<file path="src/rtl/mem_stage_if.sv">
// Data-memory bus between the MEM stage (master) and the data memory (slave).
interface mem_stage_if;
  logic        dmem_req;
  logic        dmem_we;
  logic [31:0] dmem_addr;
  logic [31:0] dmem_wdata;
  logic [31:0] dmem_rdata;
  logic        dmem_ready;

  modport master (
    output dmem_req, dmem_we, dmem_addr, dmem_wdata,
    input  dmem_rdata, dmem_ready
  );

  modport slave (
    input  dmem_req, dmem_we, dmem_addr, dmem_wdata,
    output dmem_rdata, dmem_ready
  );
endinterface

</file>
<file path="src/rtl/mem_stage.sv">
// RV32 MEM stage: word loads/stores over a req/ready bus, upstream stall, MEM/WB register.
// Optional macro MEM_MISALIGN_CHECK_EN rejects misaligned accesses with a misalign_err pulse.
module mem_stage #(
  parameter int unsigned MAX_WAIT = 15
) (
  input  logic               clk,
  input  logic               reset_n,
  input  logic [4:0]         ctrl_mem,
  input  logic [4:0]         rd_mem,
  input  logic [31:0]        alu_result,
  input  logic [31:0]        write_data1,
  input  logic [31:0]        pc4_mem,
  mem_stage_if.master        dmem,
  output logic               stall_out,
  output logic               bus_err,
  output logic               reg_write_wb,
  output logic [4:0]         rd_wb,
  output logic [31:0]        wb_data
`ifdef MEM_MISALIGN_CHECK_EN
  ,
  output logic               misalign_err
`endif
);

  typedef enum logic [0:0] {StIdle, StAccess} state_e;

  localparam logic [7:0] LastWait = 8'(MAX_WAIT - 1);

  state_e      state_q, state_d;
  logic [7:0]  cnt_q, cnt_d;
  logic        we_q, we_d;
  logic [31:0] addr_q, addr_d;
  logic [31:0] wdata_q, wdata_d;
  logic        rw_q, rw_d;
  logic [1:0]  wb_sel_q, wb_sel_d;
  logic [4:0]  rd_q, rd_d;
  logic [31:0] pc4_q, pc4_d;
  logic        reg_write_wb_q, reg_write_wb_d;
  logic [4:0]  rd_wb_q, rd_wb_d;
  logic [31:0] wb_data_q, wb_data_d;
  logic        bus_err_q, bus_err_d;
  logic        misalign_q, misalign_d;
  logic        stall_raw;
  logic        mem_op;
  logic        misaligned;

  assign mem_op = ctrl_mem[0] | ctrl_mem[1];

`ifdef MEM_MISALIGN_CHECK_EN
  assign misaligned   = (alu_result[1:0] != 2'b00);
  assign misalign_err = misalign_q;
`else
  assign misaligned   = 1'b0;
`endif

  always_comb begin
    state_d        = state_q;
    cnt_d          = cnt_q;
    we_d           = we_q;
    addr_d         = addr_q;
    wdata_d        = wdata_q;
    rw_d           = rw_q;
    wb_sel_d       = wb_sel_q;
    rd_d           = rd_q;
    pc4_d          = pc4_q;
    reg_write_wb_d = reg_write_wb_q;
    rd_wb_d        = rd_wb_q;
    wb_data_d      = wb_data_q;
    bus_err_d      = 1'b0;
    misalign_d     = 1'b0;
    stall_raw      = 1'b0;

    unique case (state_q)
      StIdle: begin
        if (mem_op && !misaligned) begin
          stall_raw      = 1'b1;
          we_d           = ctrl_mem[0];
          addr_d         = {alu_result[31:2], 2'b00};
          wdata_d        = write_data1;
          rw_d           = ctrl_mem[2];
          wb_sel_d       = ctrl_mem[4:3];
          rd_d           = rd_mem;
          pc4_d          = pc4_mem;
          reg_write_wb_d = 1'b0;
          cnt_d          = 8'd0;
          state_d        = StAccess;
        end else if (mem_op) begin
          // Rejected misaligned access: bubble to WB, no bus traffic.
          reg_write_wb_d = 1'b0;
          misalign_d     = 1'b1;
        end else begin
          reg_write_wb_d = ctrl_mem[2];
          rd_wb_d        = rd_mem;
          wb_data_d      = (ctrl_mem[4:3] == 2'b10) ? pc4_mem : alu_result;
        end
      end
      StAccess: begin
        if (dmem.dmem_ready) begin
          reg_write_wb_d = rw_q & ~we_q;
          rd_wb_d        = rd_q;
          unique case (wb_sel_q)
            2'b01:   wb_data_d = dmem.dmem_rdata;
            2'b10:   wb_data_d = pc4_q;
            default: wb_data_d = addr_q;
          endcase
          state_d = StIdle;
        end else if (cnt_q == LastWait) begin
          // Abort: stall is released so the upstream moves on with this edge.
          bus_err_d      = 1'b1;
          reg_write_wb_d = 1'b0;
          state_d        = StIdle;
        end else begin
          stall_raw      = 1'b1;
          reg_write_wb_d = 1'b0;
          cnt_d          = cnt_q + 8'd1;
        end
      end
      default: state_d = StIdle;
    endcase
  end

  always_ff @(posedge clk or negedge reset_n) begin
    if (!reset_n) begin
      state_q        <= StIdle;
      cnt_q          <= 8'd0;
      we_q           <= 1'b0;
      addr_q         <= 32'd0;
      wdata_q        <= 32'd0;
      rw_q           <= 1'b0;
      wb_sel_q       <= 2'b00;
      rd_q           <= 5'd0;
      pc4_q          <= 32'd0;
      reg_write_wb_q <= 1'b0;
      rd_wb_q        <= 5'd0;
      wb_data_q      <= 32'd0;
      bus_err_q      <= 1'b0;
      misalign_q     <= 1'b0;
    end else begin
      state_q        <= state_d;
      cnt_q          <= cnt_d;
      we_q           <= we_d;
      addr_q         <= addr_d;
      wdata_q        <= wdata_d;
      rw_q           <= rw_d;
      wb_sel_q       <= wb_sel_d;
      rd_q           <= rd_d;
      pc4_q          <= pc4_d;
      reg_write_wb_q <= reg_write_wb_d;
      rd_wb_q        <= rd_wb_d;
      wb_data_q      <= wb_data_d;
      bus_err_q      <= bus_err_d;
      misalign_q     <= misalign_d;
    end
  end

  // Stall is gated by reset so it drops immediately even with a memory op still presented.
  assign stall_out       = stall_raw & reset_n;
  assign dmem.dmem_req   = (state_q == StAccess);
  assign dmem.dmem_we    = we_q;
  assign dmem.dmem_addr  = addr_q;
  assign dmem.dmem_wdata = wdata_q;
  assign bus_err         = bus_err_q;
  assign reg_write_wb    = reg_write_wb_q;
  assign rd_wb           = rd_wb_q;
  assign wb_data         = wb_data_q;

`ifndef MEM_MISALIGN_CHECK_EN
  logic unused_misalign;
  assign unused_misalign = misalign_q ^ misaligned;
`endif

endmodule

</file>
<file path="src/flat_wrapper.sv">
// flat-port wrapper written by rule: the top's interface ports become plain ports
module mem_stage_flat 
#(
  parameter int unsigned MAX_WAIT = 15
)
  (clk, reset_n, ctrl_mem, rd_mem, alu_result, write_data1, pc4_mem, stall_out, bus_err, reg_write_wb, rd_wb, wb_data, dmem_dmem_req, dmem_dmem_we, dmem_dmem_addr, dmem_dmem_wdata, dmem_dmem_rdata, dmem_dmem_ready);
  mem_stage_if dmem_i ();
  input  logic clk;
  input  logic reset_n;
  input  logic [4:0] ctrl_mem;
  input  logic [4:0] rd_mem;
  input  logic [31:0] alu_result;
  input  logic [31:0] write_data1;
  input  logic [31:0] pc4_mem;
  output logic stall_out;
  output logic bus_err;
  output logic reg_write_wb;
  output logic [4:0] rd_wb;
  output logic [31:0] wb_data;
  output wire logic [$bits(dmem_i.dmem_req)-1:0] dmem_dmem_req;
  output wire logic [$bits(dmem_i.dmem_we)-1:0] dmem_dmem_we;
  output wire logic [$bits(dmem_i.dmem_addr)-1:0] dmem_dmem_addr;
  output wire logic [$bits(dmem_i.dmem_wdata)-1:0] dmem_dmem_wdata;
  input wire logic [$bits(dmem_i.dmem_rdata)-1:0] dmem_dmem_rdata;
  input wire logic [$bits(dmem_i.dmem_ready)-1:0] dmem_dmem_ready;
  assign dmem_dmem_req = dmem_i.dmem_req;
  assign dmem_dmem_we = dmem_i.dmem_we;
  assign dmem_dmem_addr = dmem_i.dmem_addr;
  assign dmem_dmem_wdata = dmem_i.dmem_wdata;
  assign dmem_i.dmem_rdata = dmem_dmem_rdata;
  assign dmem_i.dmem_ready = dmem_dmem_ready;
  mem_stage #(.MAX_WAIT(MAX_WAIT)) u_core (.clk(clk), .reset_n(reset_n), .ctrl_mem(ctrl_mem), .rd_mem(rd_mem), .alu_result(alu_result), .write_data1(write_data1), .pc4_mem(pc4_mem), .dmem(dmem_i), .stall_out(stall_out), .bus_err(bus_err), .reg_write_wb(reg_write_wb), .rd_wb(rd_wb), .wb_data(wb_data));
endmodule
</file>
<file path="config.mk">
export PLATFORM = sky130hd
export DESIGN_NAME = mem_stage_flat
export DESIGN_NICKNAME = d
export VERILOG_FILES = /design/src/rtl/mem_stage_if.sv /design/src/rtl/mem_stage.sv /design/src/flat_wrapper.sv
export SDC_FILE = /design/constraint.sdc
export NUM_CORES = 1
export LEC_CHECK = 0
export BUFFER_PORTS_ARGS = -buffer_cell sky130_fd_sc_hd__buf_4
export CAP_MARGIN = 20
export CORE_ASPECT_RATIO = 0.6
export CORE_MARGIN = 2
export CORE_UTILIZATION = 26
export DETAILED_ROUTE_END_ITERATION = 8
export SLEW_MARGIN = 0
export SYNTH_ARGS = -nofsm -noshare
export SYNTH_HDL_FRONTEND = slang
export SYNTH_SLANG_ARGS = --single-unit
</file>
<file path="constraint.sdc">
create_clock -name clk -period 2.34 [get_ports clk]
set_clock_uncertainty 0.05 [all_clocks]
set_input_delay 0.468 -clock clk [delete_from_list [all_inputs] [get_ports clk]]
set_output_delay 0.468 -clock clk [all_outputs]
set_load 0.05 [all_outputs]
</file>
; Word level (Yosys, flattened, before mapping)
; Cells that the tools add are included.
; W data, S select, Z words.
[totals]
reg_bits = 151
in_bits = 141
output_inout_bits = 106
wordCells = 53
[classes]
addsub = 1
eq_ne = 9
mux = 22
bitwise_logic = 5
reduce_logical = 3
[op_table]
columns = cell, count
row1 = $pmux W32 S2, 2
row2 = $mux W32, 3
row3 = $mux W8, 3
row4 = $pmux W8 S2, 1
row5 = $mux W5, 2
row6 = $pmux W5 S2, 1
row7 = $add A8 B1 Y8 const B, 1
row8 = $eq A8 B4 Y1 const B, 1
row9 = $mux W1, 8
row10 = $ne A2 B2 Y1 const B, 4
row11 = $eq A2 B2 Y1 const B, 2
row12 = $pmux W1 S2, 2
row13 = $reduce_and A2 Y1, 2
row14 = $reduce_and A3 Y1, 1
row15 = $and A1 B1 Y1, 2
row16 = $eq A2 B1 Y1 const B, 1
row17 = $ne A2 B1 Y1 const B, 1
row18 = $not A1 Y1, 2
row19 = $or A1 B1 Y1, 1

; Logic depth before layout (Yosys ltp)
; Gate-level depths: netlist of the first run.
[depth]
ltp_word = 5
mapped_depth = 8
depth_no_buf = 7

; Worst setup path before layout of the first run
; OpenSTA, ideal clock, no wires.
[synth_path]
path_kind = register -> output
startpoint = register u_core.cnt_q[0]
endpoint = output port stall_out
t_arrival_ns = 1.625
setup_slack_ns = 0.197
stages_incl_launch_ff = 8
path_buffers = 0
cell_sequence = dfrtp_1 inv_1 ha_1 or2b_2 or3_4 o21ai_4 inv_2 and2_4
[synth_between]
elab_chain_len = 5
[synth_rtl]
columns = element, line_no
row1 = start: declaration, mem_stage.sv:30  ; logic [7:0] cnt_q, cnt_d;
row2 = start signal: assignment, mem_stage.sv:140  ; cnt_q <= cnt_d;
row3 = $eq A8 B4 Y1, mem_stage.sv:107  ; end else if (cnt_q == LastWait) begin
row4 = $mux W1, mem_stage.sv:107
row5 = $mux W1, mem_stage.sv:98  ; if (dmem.dmem_ready) begin
row6 = $pmux W1 S2, mem_stage.sv:73  ; unique case (state_q)
row7 = via u_core.stall_raw, mem_stage.sv:43  ; logic stall_raw;
row8 = $and A1 B1 Y1, mem_stage.sv:157  ; assign stall_out = stall_raw & reset_n;
row9 = end: declaration, flat_wrapper.sv:15  ; output logic stall_out;
; The timed path passes the listed nets, and every way through them passes these cells.

; Worst setup path after layout of the first run
; Ends and elaborated chain as after synthesis.

==> summary.md, run 1 <==
| Metric | Value |
|---|---|
| Status | finished, violations left |
| Failing checks | negative setup slack |
| Die Span X | around 220 um |
| Min Hold Slack | 0.131 ns |
| Setup WS pre-CTS | between 0.08 and 0.09 ns |
| Yosys top cell area share | ~53% |
| Most common cell in the netlist | dfrtp_1 |
| CTS sink count | approximately 150 |
| Placed standard-cell area | 9360 sq um |
| # DRC | 0 |
| Final setup violation count | 1 |
| Core ar. | 26600 sq um |
| Worst Slack Setup Final | -0.261 ns |
| Max cap viols | 0 |
| I/O Buffers | 244 |
| Post-synth cell types | 39 |
| Sequential area share after synthesis | 53.3% |
| WP data arrival | 2.08 ns |
| Pleak | around 4.4 nW |
| Vias in the first global route | ~5700 |
| Initial Util | a little over a quarter |
| Post-synth EDFFs | 0 |
| Drt first pass iters | 4 |
| Final instance area | 9970 sq um |
| Required time of the critical path | between 1.5 and 2 ns |
| Via-to-Cell Ratio | roughly 4.6 |
| Gr ovfl total | 0 |
| Clk Latency, worst-skew pair | between 0.4 and 0.5 ns |
| Max Freq | just under 400 MHz |
| FFs w/ async S/R, synth | 100% |
| Post-Syn Area | about 7100 sq um |
| Root Buffer | clkbuf_16 |
| FP Rows | 46 |
| DR WL/cell | 17.3 um |
| Drt total wl | around 21 mm |
| Final Max Tran Viols | 0 |
| Remaining antenna violation count | 0 |
| Flops & latches, synth | around 150 |
| Worst VDD drop | ~550 uV |
| Vias | about 5500 |
| CTS clock-pin slew for the worst setup and hold paths | 0.06 ns |
| First-pass GRT wire length | 32.8 mm |
| Worst-Margin Slew | ~0.90 ns |
| Top post-synthesis cells by count | dfrtp_1 (151), mux2_2 (121), nand2_1 (74), o21ai_0 (72), o211ai_1 (33) |
| TritonCTS clock tree | yes |
| Min Clock Period, post-route | roughly 2.6 ns |
| Fin crit share | 111% |
| Crit-path max FO | 2 |
| Top cells by area, synth | dfrtp_1 (53%), mux2_2 (19%), o21ai_0 (5.1%) |
| Max-slew headroom | 40.2% |
| Fin nets | between 900 and 1000 |
| Die area | about 29000 sq um |
| H-tree Lvls | 4 |
| Final hold violations | 0 |
| Power Density | about 1100 nW/um^2 |
| HPWL Detailed | approximately 14 mm |
| Hold crit path type | input port to async pin |
| RSZ-0062 raised after global routing | yes |
| Leading area contributor after synthesis | dfrtp_1 |
| Main synth FF type | dfrtp_1 |
| Io pins | around 250 |
| Crit Path Class | flop to primary output |
| Area grow syn2layout | 40.6% |
| Worst setup EP type | primary output |
| Share of layout cells above drive strength 1 | 50.7% |
| Gpl congestion | between 0.8 and 0.9 |
| Worst Setup Start Kind | flop |
| Largest net degree at the start of global routing | ~150 |
| Synth Warn # | 0 |
| Num CTS Buffers | 17 |
| N_diodes | 0 |
| DRT iter0 DRCs | ~370 |
| Initial antenna violation count | 0 |
| Mean Syn Cell Area | 11.9 sq um |
| Synth Instances | just under 600 |
| Die height | approximately 130 um |
| Total GRT Usage | roughly 15% |
| CTS max path bufs | 2 |
-- stage by stage --
stage | utilization [%] | power [mW] | instances | setup TNS, ns
finish | 37.5 | 10.9 | 1205 | -0.261
global route | 37.5 | 11.5 | 1205 | -0.356
CTS | 37.5 | 11.1 | 1204 | -0.371
detailed placement | 35.2 | 8.24 | 1171 | 0
global placement | 35.2 | 8.19 | 1171 | 0
floorplan | - | 6.64 | 598 | 0
-- metal layers --
| layer | vias up | wire (um) | track usage (%) |
|---|---|---|---|
| met3 | 20 | 1870 | 5.58 |
| met1 | 2684 | 9530 | 19.2 |
| met2 | 194 | 9210 | 22.6 |
| met4 | 0 | 290 | 5.40 |
| li1 | 2630 | - | - |
| met5 | - | 0 | 0 |
-- worst max-delay path, cell delays in order, from the launching register on --
cell and delay (ns):
dfrtp_1 0.37, inv_1 0.06, ha_2 0.16, or2b_4 0.26
or3_4 0.35, o21ai_4 0.14, inv_2 0.05, and2_4 0.13
buf_8 0.14
-- power breakdown --
part / internal, mW / switching [mW]
Combinational: 1.59 / 2.92
Clock: 1.62 / 1.14
Sequential: 3.26 / 0.391
Total: 6.47 / 4.45
-- state kept, by name (all words and copies together) (netlist names), 2 cells and up --
register                flops
u_core.dmem.dmem_wdata     32
u_core.rd_wb                5
u_core.cnt_q                8
u_core.wb_data             32
u_core.rd_q                 5
u_core.wb_sel_q             2
u_core.pc4_q               32
u_core.dmem.dmem_addr      30
-- worst paths after layout --
path	start	to	slack (ns)	cells past startpoint
setup / recovery	u_core.cnt_q[0]	stall_out	-0.26	8
setup reg to reg	u_core.cnt_q[0]	u_core.cnt_q[6]	0.49	7
hold / removal	reset_n	u_core.wb_data[2]	0.13	2
max in group asynchronous	reset_n	u_core.pc4_q[17]	1.43	2
hold reg to reg	u_core.rd_wb[1]	u_core.rd_wb[1]	0.43	2
min in group clk	write_data1[19]	u_core.dmem.dmem_wdata[19]	0.20	2
-- logic make-up after synthesis --
kind of cell               Yosys count  share of synthesized area (%)
and+or+nand+nor                     95                           6.15
muxes                              140                           22.2
buffers and inverters               52                           3.76
adders and majority gates            4                          0.706
AOI/OAI and AO/OA                  153                           13.7
other                                1                         0.0529
DFF                                151                           53.3
xor gates and xnor gates             1                          0.124
-- cells in the final DEF, fill, tap and decap left out, types with 3 or more instances in the layout --
cell type / n
a22oi_1: 32
buf_12: 7
buf_4: 253
clkbuf_16: 17
clkinv_2: 3
clkinvlp_4: 4
dfrtp_1: 150
ha_2: 3
inv_1: 3
mux2_1: 14
mux2_2: 121
mux2i_1: 5
nand2_1: 74
nand2b_1: 3
nand3_1: 3
nor2_1: 3
o211ai_1: 33
o21ai_0: 72
o21ai_1: 5
o31ai_1: 4
-- final cells by class --
class,instances,area [sq um]
Multi-Input combinational cell,395,3070
Fill cell,2649,16600
Clock inverter,11,123
Timing Repair Buffer,262,2070
Inverter,5,18.8
Tap cell,360,450
Sequential cell,151,3780
Clock buffer,21,460
-- what timing repair did --
item                                   CTS  global route
setup buffers                            1             1
hold buffers                             0             0
endpoints found under the hold margin    0             0
pin swaps                                4             2
setup endpoints to repair                1             1
gates cloned                             0             0
gates resized for setup                  4             0
Power figures use the tool's default switching activity.
==> run 2, diff against run 1 <==
--- a/config.mk
+++ b/config.mk
@@ -5,12 +5,13 @@
 export SDC_FILE = /design/constraint.sdc
 export NUM_CORES = 1
 export LEC_CHECK = 0
-export BUFFER_PORTS_ARGS = -buffer_cell sky130_fd_sc_hd__buf_4
+export BUFFER_PORTS_ARGS = -buffer_cell sky130_fd_sc_hd__clkbuf_2
 export CAP_MARGIN = 20
 export CORE_ASPECT_RATIO = 0.6
 export CORE_MARGIN = 2
 export CORE_UTILIZATION = 26
 export DETAILED_ROUTE_END_ITERATION = 8
+export SKIP_LAST_GASP = 1
 export SLEW_MARGIN = 0
 export SYNTH_ARGS = -nofsm -noshare
 export SYNTH_HDL_FRONTEND = slang
==> summary.md, run 2 (synthesis results as in run 1) <==
| Metric | Value |
|---|---|
| Status | finished, violations left (unchanged) |
| Failing checks | negative setup slack (unchanged) |
| Worst-Margin Slew | 0.846 ns (was 0.896 ns) |
| Drt total wl | 20.4 mm (was 20.9 mm) |
| Commonest non-fill, non-tap cell in the layout | clkbuf_2 (was buf_4) |
| Initial Util | 26.6% (unchanged) |
| HPWL Detailed | 13.8 mm (was 14.3 mm) |
| Remaining antenna violation count | 0 (unchanged) |
| Final cell count without fillers | 1206 (was 1205) |
| DR WL/cell | 16.9 um (was 17.3 um) |
| Worst Setup Start Kind | flop (unchanged) |
| Die height | 132 um (unchanged) |
| Root Buffer | clkbuf_16 (unchanged) |
| Hold crit path type | input port to async pin (unchanged) |
| Gr ovfl total | 0 (unchanged) |
| Largest net degree at the start of global routing | 152 (unchanged) |
| Vias | 5497 (was 5528) |
| Max cap viols | 0 (unchanged) |
| Sequential group share of total power | 34.2% (was 33.4%) |
| Crit-path max FO | 2 (unchanged) |
| P_sw | 4.49 mW (was 4.45 mW) |
| Worst r2r src | u_core.cnt_q[0] (unchanged) |
| Area grow syn2layout | 32.5% (was 40.6%) |
| Required time of the critical path | 1.82 ns (about the same) |
| Hold-fix buffers, CTS | 0 (unchanged) |
| Power Density | 1130 nW/um^2 (was 1100 nW/um^2) |
| Fin crit share | 111% (about the same) |
| Worst VDD drop | 675 uV (was 549 uV) |
| Min Clock Period, post-route | 2.60 ns (about the same) |
| WP data arrival | 2.08 ns (about the same) |
| Die area | 28600 sq um (unchanged) |
| Setup_tns | -0.257 ns (was -0.261 ns) |
| CTS max path bufs | 2 (unchanged) |
| Final hold violations | 0 (unchanged) |
| First-pass GRT wire length | 31.9 mm (was 32.8 mm) |
| Switching share of total power | 42.1% (was 40.8%) |
| Gpl congestion | 0.785 (was 0.805) |
| Num CTS Buffers | 17 (unchanged) |
| Final Max Tran Viols | 0 (unchanged) |
| FP Rows | 46 (unchanged) |
| RSZ-0062 raised after global routing | yes (unchanged) |
| Final instance area | 9390 sq um (was 9970 sq um) |
| Core ar. | 26600 sq um (unchanged) |
| Share of layout cells above drive strength 1 | 50.8% (was 50.7%) |
| Final setup violation count | 1 (unchanged) |
| Int Pwr | 6.17 mW (was 6.47 mW) |
| Most frequent cells in the layout | clkbuf_2 (242), dfrtp_1 (150), mux2_2 (121) (was buf_4 (253), dfrtp_1 (150), mux2_2 (121)) |
| N_diodes | 0 (unchanged) |
| TritonCTS clock tree | yes (unchanged) |
| Worst Slack Setup Final | -0.257 ns (was -0.261 ns) |
| Via-to-Cell Ratio | 4.56 (was 4.59) |
| Placed cells | 1170 (was 1171) |
| CTS clock-pin slew for the worst setup and hold paths | 0.06 ns (about the same) |
| Fin nets | 978 (was 977) |
| Max Freq | 385 MHz (was 384 MHz) |
| Vias in the first global route | 5567 (was 5733) |
| Max-slew headroom | 43.6% (was 40.2%) |
| Clock power frac | 26.9% (was 25.3%) |
| Worst setup EP type | primary output (unchanged) |
| I/O Buffers | 244 (unchanged) |
| Drt first pass iters | 4 (unchanged) |
| Critical Path Start | u_core.cnt_q[0] (unchanged) |
| Crit Path Class | flop to primary output (unchanged) |
| H-tree Lvls | 4 (unchanged) |
| CTS sink count | 151 (unchanged) |
| Total GRT Usage | 14.5% (was 14.8%) |
| DRT iter0 DRCs | 342 (was 369) |
| Die Span X | 217 um (unchanged) |
| # DRC | 0 (unchanged) |
| Initial antenna violation count | 0 (unchanged) |
| Placed standard-cell area | 8750 sq um (was 9360 sq um) |
| Io pins | 247 (unchanged) |
| Pleak | 4.29 nW (was 4.43 nW) |
| Clk Latency, worst-skew pair | 0.44 ns (about the same) |
| Comb power frac | 38.9% (was 41.3%) |
[run 2: worst max-delay path, stage by stage, from the launching register on]
cell     delay [ns]
dfrtp_1        0.38
inv_1          0.06
ha_2           0.14
or2b_4         0.25
or3_4          0.34
o21ai_4        0.15
inv_2          0.05
and2_4         0.14
buf_12         0.14
[run 2: final timing paths]
check	end	slack, ns	depth (start not counted)
worst min-delay path	u_core.rd_q[2]	0.13	2
worst max-delay path	stall_out	-0.26	8
min in group clk	u_core.dmem.dmem_wdata[18]	0.19	2
worst min register to register	u_core.wb_data[17]	0.43	2
worst max register to register	u_core.cnt_q[4]	0.43	9
max in group asynchronous	u_core.pc4_q[22]	1.49	2
[run 2: cell type report]
| cell class | instances | area [sq um] |
|---|---|---|
| clock buffer | 18 | 429 |
| clock inverter | 14 | 171 |
| fill | 2662 | 17200 |
| inverter | 5 | 18.8 |
| multi-input combinational | 395 | 3070 |
| sequential | 151 | 3780 |
| tap | 360 | 450 |
| timing repair buffer | 263 | 1470 |
[run 2: repair_timing]
item,CTS,global route
setup endpoints to repair,1,1
hold endpoints to repair,0,0
pin swaps,3,3
resized for setup,1,1
buffers inserted,2,2
[run 2: metrics by stage]
step	util, %	power, mW	setup slack [ns]	hold slack [ns]
5_1_grt	35.3	11.2	-0.325	0.167
6_report	35.3	10.7	-0.257	0.132
4_1_cts	35.2	10.8	-0.342	0.165
3_3_place_gp	32.9	7.82	0.138	0.413
2_1_floorplan	-	6.64	0.197	0.122
3_5_place_dp	32.9	7.87	0.134	0.420
[run 2: power groups by stage]
| stage | Sequential, mW | Clock, mW | Combinational [mW] |
|---|---|---|---|
| after global placement | 3.67 | 0 | 4.15 |
| after detailed placement | 3.69 | 0 | 4.18 |
| final | 3.64 | 2.87 | 4.14 |
| after CTS | 3.65 | 2.97 | 4.19 |
| after floorplan | 5.27 | 0 | 1.36 |
| after global routing | 3.73 | 3.07 | 4.44 |
[run 2: metal layers]
metal / vias to the layer above / track usage, % / share of wire (%)
met2: 188 / 22.2 / 45
met3: 17 / 6.02 / 8.7
met4: 0 / 4.11 / 1.2
li1: 2641 / - / -
met5: - / 0 / 0
met1: 2651 / 18.7 / 45
